--- config.mk ---
export PLATFORM = sky130hd
export DESIGN_NAME = vram_arbiter
export DESIGN_NICKNAME = d
export VERILOG_FILES = /design/src/rtl/vram_arbiter_pkg.sv /design/src/rtl/vram_arb_age.sv /design/src/rtl/vram_arbiter.sv
export SDC_FILE = /design/constraint.sdc
export NUM_CORES = 1
export LEC_CHECK = 0
export CORE_MARGIN = 10
export CORE_UTILIZATION = 25
export CTS_BUF_LIST = sky130_fd_sc_hd__clkbuf_2 sky130_fd_sc_hd__clkbuf_4 sky130_fd_sc_hd__clkbuf_8
export DETAILED_ROUTE_END_ITERATION = 12
export DONT_BUFFER_PORTS = 1
export GPL_TIMING_DRIVEN = 0
export PLACE_DENSITY_LB_ADDON = 0.3
export SYNTH_ARGS = -nofsm -noshare
export SYNTH_HDL_FRONTEND = slang
export SYNTH_HIERARCHICAL = 1
export SYNTH_SLANG_ARGS = --single-unit
--- constraint.sdc ---
create_clock -name clk -period 1.6 [get_ports clk]
set_input_delay 0.48 -clock clk [delete_from_list [all_inputs] [get_ports clk]]
set_output_delay 0.48 -clock clk [all_outputs]
set_load 0.05 [all_outputs]
--- src/rtl/vram_arbiter_pkg.sv ---
// Shared encodings for the VRAM arbiter: bus width defaults, CPU FSM states,
// grant-source tags and the tag that rides alongside the RAM read pipeline.
package vram_arbiter_pkg;

    localparam int VRAM_AW_DEF        = 13;
    localparam int VRAM_DW_DEF        = 8;
    localparam int VRAM_AGE_LIMIT_DEF = 4;

    typedef enum logic [1:0] {
        CPU_IDLE = 2'd0,
        CPU_BUSY = 2'd1,
        CPU_DONE = 2'd2
    } cpu_state_e;

    typedef enum logic [1:0] {
        GNT_NONE = 2'd0,
        GNT_VID  = 2'd1,
        GNT_CPU  = 2'd2
    } gnt_src_e;

    // Identifies who owns the word coming back from the RAM two edges later.
    typedef struct packed {
        gnt_src_e src;
        logic     we;
    } gnt_tag_t;

    localparam gnt_tag_t TAG_NONE = '{src: GNT_NONE, we: 1'b0};

    function automatic gnt_tag_t make_tag(input logic vid, input logic cpu, input logic we);
        gnt_tag_t t;
        t = TAG_NONE;
        if (vid) begin
            t.src = GNT_VID;
        end else if (cpu) begin
            t.src = GNT_CPU;
            t.we  = we;
        end
        return t;
    endfunction

endpackage

--- src/rtl/vram_arb_age.sv ---
// Aging guard for the VRAM arbiter: age counter, one-entry pending video slot
// and sticky overrun flag. Compiled only when VRAM_ARB_AGE_EN is defined.
`ifdef VRAM_ARB_AGE_EN
module vram_arb_age
    import vram_arbiter_pkg::*;
#(
    parameter int AW        = VRAM_AW_DEF,
    parameter int AGE_LIMIT = VRAM_AGE_LIMIT_DEF
) (
    input  logic          clk,
    input  logic          reset,
    input  logic          vid_req_i,
    input  logic [AW-1:0] vid_addr_i,
    input  logic          cpu_pending_i,
    output logic          gnt_vid_o,
    output logic          gnt_cpu_o,
    output logic [AW-1:0] gnt_vid_addr_o,
    output logic          overrun_o
);

    localparam int            CW      = (AGE_LIMIT < 1) ? 1 : $clog2(AGE_LIMIT + 1);
    localparam logic [CW-1:0] AGE_MAX = CW'(AGE_LIMIT);

    logic [CW-1:0] age_q, age_d;
    logic          slot_valid_q, slot_valid_d;
    logic [AW-1:0] slot_addr_q, slot_addr_d;
    logic          overrun_q, overrun_d;
    logic          vid_any;

    // The pending slot always outranks a fresh request so fetches stay in order.
    assign vid_any        = slot_valid_q || vid_req_i;
    assign gnt_cpu_o      = cpu_pending_i && (!vid_any || (age_q == AGE_MAX));
    assign gnt_vid_o      = vid_any && !gnt_cpu_o;
    assign gnt_vid_addr_o = slot_valid_q ? slot_addr_q : vid_addr_i;
    assign overrun_o      = overrun_q;

    always_comb begin
        // NOTE: every variable gets a default before any branch, so no path leaves it unassigned and no latch is inferred.
        age_d        = age_q;
        slot_valid_d = slot_valid_q;
        slot_addr_d  = slot_addr_q;
        overrun_d    = overrun_q;

        if (gnt_cpu_o) begin
            age_d = '0;
            if (vid_req_i) begin
                if (slot_valid_q) begin
                    overrun_d = 1'b1;
                end else begin
                    slot_valid_d = 1'b1;
                    slot_addr_d  = vid_addr_i;
                end
            end
        end else begin
            if (slot_valid_q) begin
                slot_valid_d = vid_req_i;
                if (vid_req_i) begin
                    slot_addr_d = vid_addr_i;
                end
            end
            if (cpu_pending_i && (age_q != AGE_MAX)) begin
                age_d = age_q + 1'b1;
            end
        end
    end

    always_ff @(posedge clk or negedge reset) begin
        if (!reset) begin
            age_q        <= '0;
            slot_valid_q <= 1'b0;
            slot_addr_q  <= '0;
            overrun_q    <= 1'b0;
        end else begin
            age_q        <= age_d;
            slot_valid_q <= slot_valid_d;
            slot_addr_q  <= slot_addr_d;
            overrun_q    <= overrun_d;
        end
    end

endmodule
`endif

--- src/rtl/vram_arbiter.sv ---
// Single-port VRAM arbiter between the VGA fetch path and the AVR bus, video first.
// Define VRAM_ARB_AGE_EN to bound CPU wait with the aging guard (vram_arb_age).
module vram_arbiter
    import vram_arbiter_pkg::*;
#(
    parameter int AW        = VRAM_AW_DEF,
    parameter int DW        = VRAM_DW_DEF,
    parameter int AGE_LIMIT = VRAM_AGE_LIMIT_DEF
) (
    input  logic          clk,
    input  logic          reset,
    input  logic          vid_req,
    input  logic [AW-1:0] vid_addr,
    output logic          vid_valid,
    output logic [DW-1:0] vid_data,
    output logic          vid_overrun,
    input  logic          cpu_req,
    input  logic          cpu_we,
    input  logic [AW-1:0] cpu_addr,
    input  logic [DW-1:0] cpu_wdata,
    output logic          cpu_ack,
    output logic [DW-1:0] cpu_rdata,
    output logic          ram_en,
    output logic          ram_we,
    output logic [AW-1:0] ram_addr,
    output logic [DW-1:0] ram_wdata,
    input  logic [DW-1:0] ram_rdata
);

    cpu_state_e    state_q, state_d;
    gnt_tag_t      tag_d, tag_s1_q, tag_s2_q;
    logic          cpu_pending;
    logic          gnt_vid, gnt_cpu, overrun;
    logic [AW-1:0] gnt_vid_addr;

    logic          ram_en_q, ram_we_q;
    logic [AW-1:0] ram_addr_q;
    logic [DW-1:0] ram_wdata_q;
    logic          vid_valid_q, cpu_ack_q;
    logic [DW-1:0] vid_data_q, cpu_rdata_q;

    // Only an IDLE FSM may compete; DONE holds off a still-high cpu_req.
    assign cpu_pending = (state_q == CPU_IDLE) && cpu_req;

`ifdef VRAM_ARB_AGE_EN
    vram_arb_age #(
        .AW        (AW),
        .AGE_LIMIT (AGE_LIMIT)
    ) u_age (
        .clk            (clk),
        .reset          (reset),
        .vid_req_i      (vid_req),
        .vid_addr_i     (vid_addr),
        .cpu_pending_i  (cpu_pending),
        .gnt_vid_o      (gnt_vid),
        .gnt_cpu_o      (gnt_cpu),
        .gnt_vid_addr_o (gnt_vid_addr),
        .overrun_o      (overrun)
    );
`else
    logic age_limit_unused;
    assign age_limit_unused = ^AGE_LIMIT;
    assign gnt_vid          = vid_req;
    assign gnt_vid_addr     = vid_addr;
    assign gnt_cpu          = cpu_pending && !vid_req;
    assign overrun          = 1'b0;
`endif

    assign tag_d = make_tag(gnt_vid, gnt_cpu, cpu_we);

    always_comb begin
        state_d = state_q;
        case (state_q)
            CPU_IDLE: if (gnt_cpu)                  state_d = CPU_BUSY;
            CPU_BUSY: if (tag_s2_q.src == GNT_CPU)  state_d = CPU_DONE;
            CPU_DONE: if (!cpu_req)                 state_d = CPU_IDLE;
            default:                                state_d = CPU_IDLE;
        endcase
    end

    // Grant edge drives ram_*, the RAM answers one edge later, the result lands one edge after that.
    always_ff @(posedge clk or negedge reset) begin
        if (!reset) begin
            state_q     <= CPU_IDLE;
            tag_s1_q    <= TAG_NONE;
            tag_s2_q    <= TAG_NONE;
            ram_en_q    <= 1'b0;
            ram_we_q    <= 1'b0;
            ram_addr_q  <= '0;
            ram_wdata_q <= '0;
            vid_valid_q <= 1'b0;
            vid_data_q  <= '0;
            cpu_ack_q   <= 1'b0;
            cpu_rdata_q <= '0;
        end else begin
            // NOTE: non-blocking assignments make every register here see pre-edge values, as real flops do.
            state_q  <= state_d;
            tag_s1_q <= tag_d;
            tag_s2_q <= tag_s1_q;

            ram_en_q <= gnt_vid || gnt_cpu;
            ram_we_q <= gnt_cpu && cpu_we;
            if (gnt_vid) begin
                ram_addr_q <= gnt_vid_addr;
            end else if (gnt_cpu) begin
                ram_addr_q  <= cpu_addr;
                ram_wdata_q <= cpu_wdata;
            end

            vid_valid_q <= (tag_s2_q.src == GNT_VID);
            cpu_ack_q   <= (tag_s2_q.src == GNT_CPU);
            if (tag_s2_q.src == GNT_VID) begin
                vid_data_q <= ram_rdata;
            end
            if ((tag_s2_q.src == GNT_CPU) && !tag_s2_q.we) begin
                cpu_rdata_q <= ram_rdata;
            end
        end
    end

    assign ram_en      = ram_en_q;
    assign ram_we      = ram_we_q;
    assign ram_addr    = ram_addr_q;
    assign ram_wdata   = ram_wdata_q;
    assign vid_valid   = vid_valid_q;
    assign vid_data    = vid_data_q;
    assign cpu_ack     = cpu_ack_q;
    assign cpu_rdata   = cpu_rdata_q;
    assign vid_overrun = overrun;

endmodule

==> run metrics <==
status=finished with violations; failing checks=hold timing; CP Capture Point=ram_wdata[3]; first-pass GRT wire length=6720 um; R2R depth=4; critical path type=flop to flop; critical path peak fanout=10; clock latency on the worst-skew pair=290 ps; slowest CP cell=dfrtp_1; post-CTS setup buffer count=0; Mapped Area=1972 sq um; DP Area=2100 sq um; yosys warns=6; Antenna Nets Post-Route=0; Clock Skew=4.010 ps; Post-Syn Instances=119; Yosys cell types=17; Port Buffers=0; Post-layout nets=173; Die Wd=108.8 um; Area Growth Syn to Fin=12.56%; CP startpoint kind=flop; initial core utilization=25.65%; TritonCTS clock tree=yes; Avg WL per Cell=20.03 um; sequential fraction of the synthesis area=62.18%; dpl ws=-24.66 ps; CTS sink count=49; Crit. End Element=flop; hpwl dp=3696 um; Num CTS Buffers=5; GRT overflow=0; Design Area, Final=2220 sq um; Period Utilization, post-route=93.55%; Die ar.=11840 sq um; r2r startpoint=state_q[0]; hold crit path type=input pin to asynchronous set/reset pin; syn avg cell area=16.57 sq um; Worst Path Arrival=1680 ps; share of cells above drive strength 1=52.76%; worst ir drop on vdd=0.4135 mV; Root Driver=clkbuf_8; # setup viols final=0; drt total wl=4586 um; RSZ-0062 raised after global routing=no; largest net degree at the start of global routing=50; DR DRC count=0; fill count=779; Worst EP required=1790 ps; R2R Path End=ram_wdata[3]; Rows=32; Max Buffers Root-to-Sink=2; area of the core=7687 sq um; #FFs+latches synth=49; gr usage total=7.502%; reg-to-reg slack, setup=100 ps; DR iter-0 viols=25; Worst Max-Slew Pin Slew=516.9 ps; Die Y=108.8 um; hold slack=-132.6 ps; antenna violations before repair=0; Vias/cell=4.367; minimum clock period=1497 ps; PwrDens=2021 nW/um^2; CTS HTree Levels=2; IO Pins=89; fin. max-slew vios=0; Max-Cap Viols=0; GP Congestion=0.6739; Reg clk slew, reported paths=90 ps; relative slew slack=65.54%; achievable frequency=668.1 MHz; setup ws final=103.2 ps; syn_nets=166; critical-path cell list=nor3b_2 > nor2b_4 > buf_6 > mux2_2; cts repair resizes=0; static leakage=0.0009586 uW; Antenna diodes=0; Pre-Repair DR Iteration Count=4; Worst Setup SP=state_q[0]; DR vias=1000; Max stage delay on crit path=410 ps; vias in the first global route=1185; Final Hold Fails=49
## stage by stage
| stage | power (uW) | std cells | TNS [ps] | util [%] |
|---|---|---|---|---|
| finish | 4485 | 229 | 0 | 28.87 |
| CTS | 4561 | 229 | 0 | 28.87 |
| global placement | 3576 | 221 | 0 | 27.31 |
| floorplan | 3428 | 119 | 0 | - |
| global route | 4680 | 229 | 0 | 28.87 |
| detailed placement | 3638 | 221 | -114.2 | 27.31 |
## sequential cells by signal (all words and copies together) (netlist names)
name       count
cpu_ack        1
ram_we         1
tag_s1_q       3
vid_data       8
vid_valid      1
ram_wdata      8
ram_addr      13
ram_en         1
tag_s2_q       3
cpu_rdata      8
state_q        2
## report_power, final
| part | internal (uW) | switching, uW |
|---|---|---|
| combinational | 357 | 184 |
| sequential | 1570 | 1460 |
| clock | 508 | 404 |
| total | 2440 | 2050 |
## worst min-delay path by stage
stage / endpoint / start
finish: ram_wdata[0] / reset
global route: ram_addr[7] / reset
global placement: cpu_rdata[5] / reset
CTS: ram_addr[1] / reset
floorplan: cpu_ack / reset
detailed placement: cpu_rdata[1] / reset
## logic make-up (layout without fill, tap and decap cells)
kind of cell,count (synthesis),after routing,synth area share (%)
AND/OR/NAND/NOR,10,10,3.743
AO/OA/AOI/OAI,2,2,0.6983
multiplexers,50,50,30.46
other,1,1,0.1902
buffers and inverters,7,15,2.728
flip-flops,49,49,62.18
## cells in the final DEF (no fill, tap or decap), types with 2 or more instances in the layout
cell      synthesis  final
clkbuf_8          0      6
mux2_4           10     10
mux2_2           40     40
inv_1             2      2
buf_6             3      3
and2_1            2      2
dfrtp_1          49     49
nand2b_1          2      2
nor2_2            2      2
## routing by layer
layer / share of wire, % / wire length [um] / up-vias / track usage, %
met5: 0 / 0 / - / 0
met4: 2.7 / 123 / 0 / 3.578
met3: 15 / 665 / 9 / 4.956
met2: 53 / 2426 / 53 / 13.45
met1: 30 / 1371 / 520 / 6.254
li1: - / - / 418 / -
## cell usage after synthesis
master,n,share of area (%)
and2_1,2,0.63
buf_2,1,0.25
buf_4,1,0.38
buf_6,3,1.7
conb_1,1,0.19
dfrtp_1,49,62
inv_1,2,0.38
mux2_2,40,23
mux2_4,10,7.6
nand2_1,1,0.19
nand2b_1,2,0.63
nor2_2,2,0.63
nor2b_1,1,0.32
nor2b_4,1,0.70
nor3b_2,1,0.63
o21bai_1,1,0.38
o22ai_1,1,0.32
## worst max-delay path: cells and delay by family, from the launching register on
kind,cells,cell delay [ps]
buf+inv,1,150
flops,1,410
mux,1,340
simple gates,2,490
## final cells by class
type	count	area (sq um)	share of cell area, %
Buffer	5	46.29	2.086
Sequential cell	49	1226	55.24
Multi-Input combinational cell	63	691.9	31.17
Clock buffer	6	82.58	3.720
Tap cell	102	127.6	5.750
Clock inverter	2	37.54	1.691
Inverter	2	7.507	0.3382
Note: power is estimated with default switching activity, not from simulation.
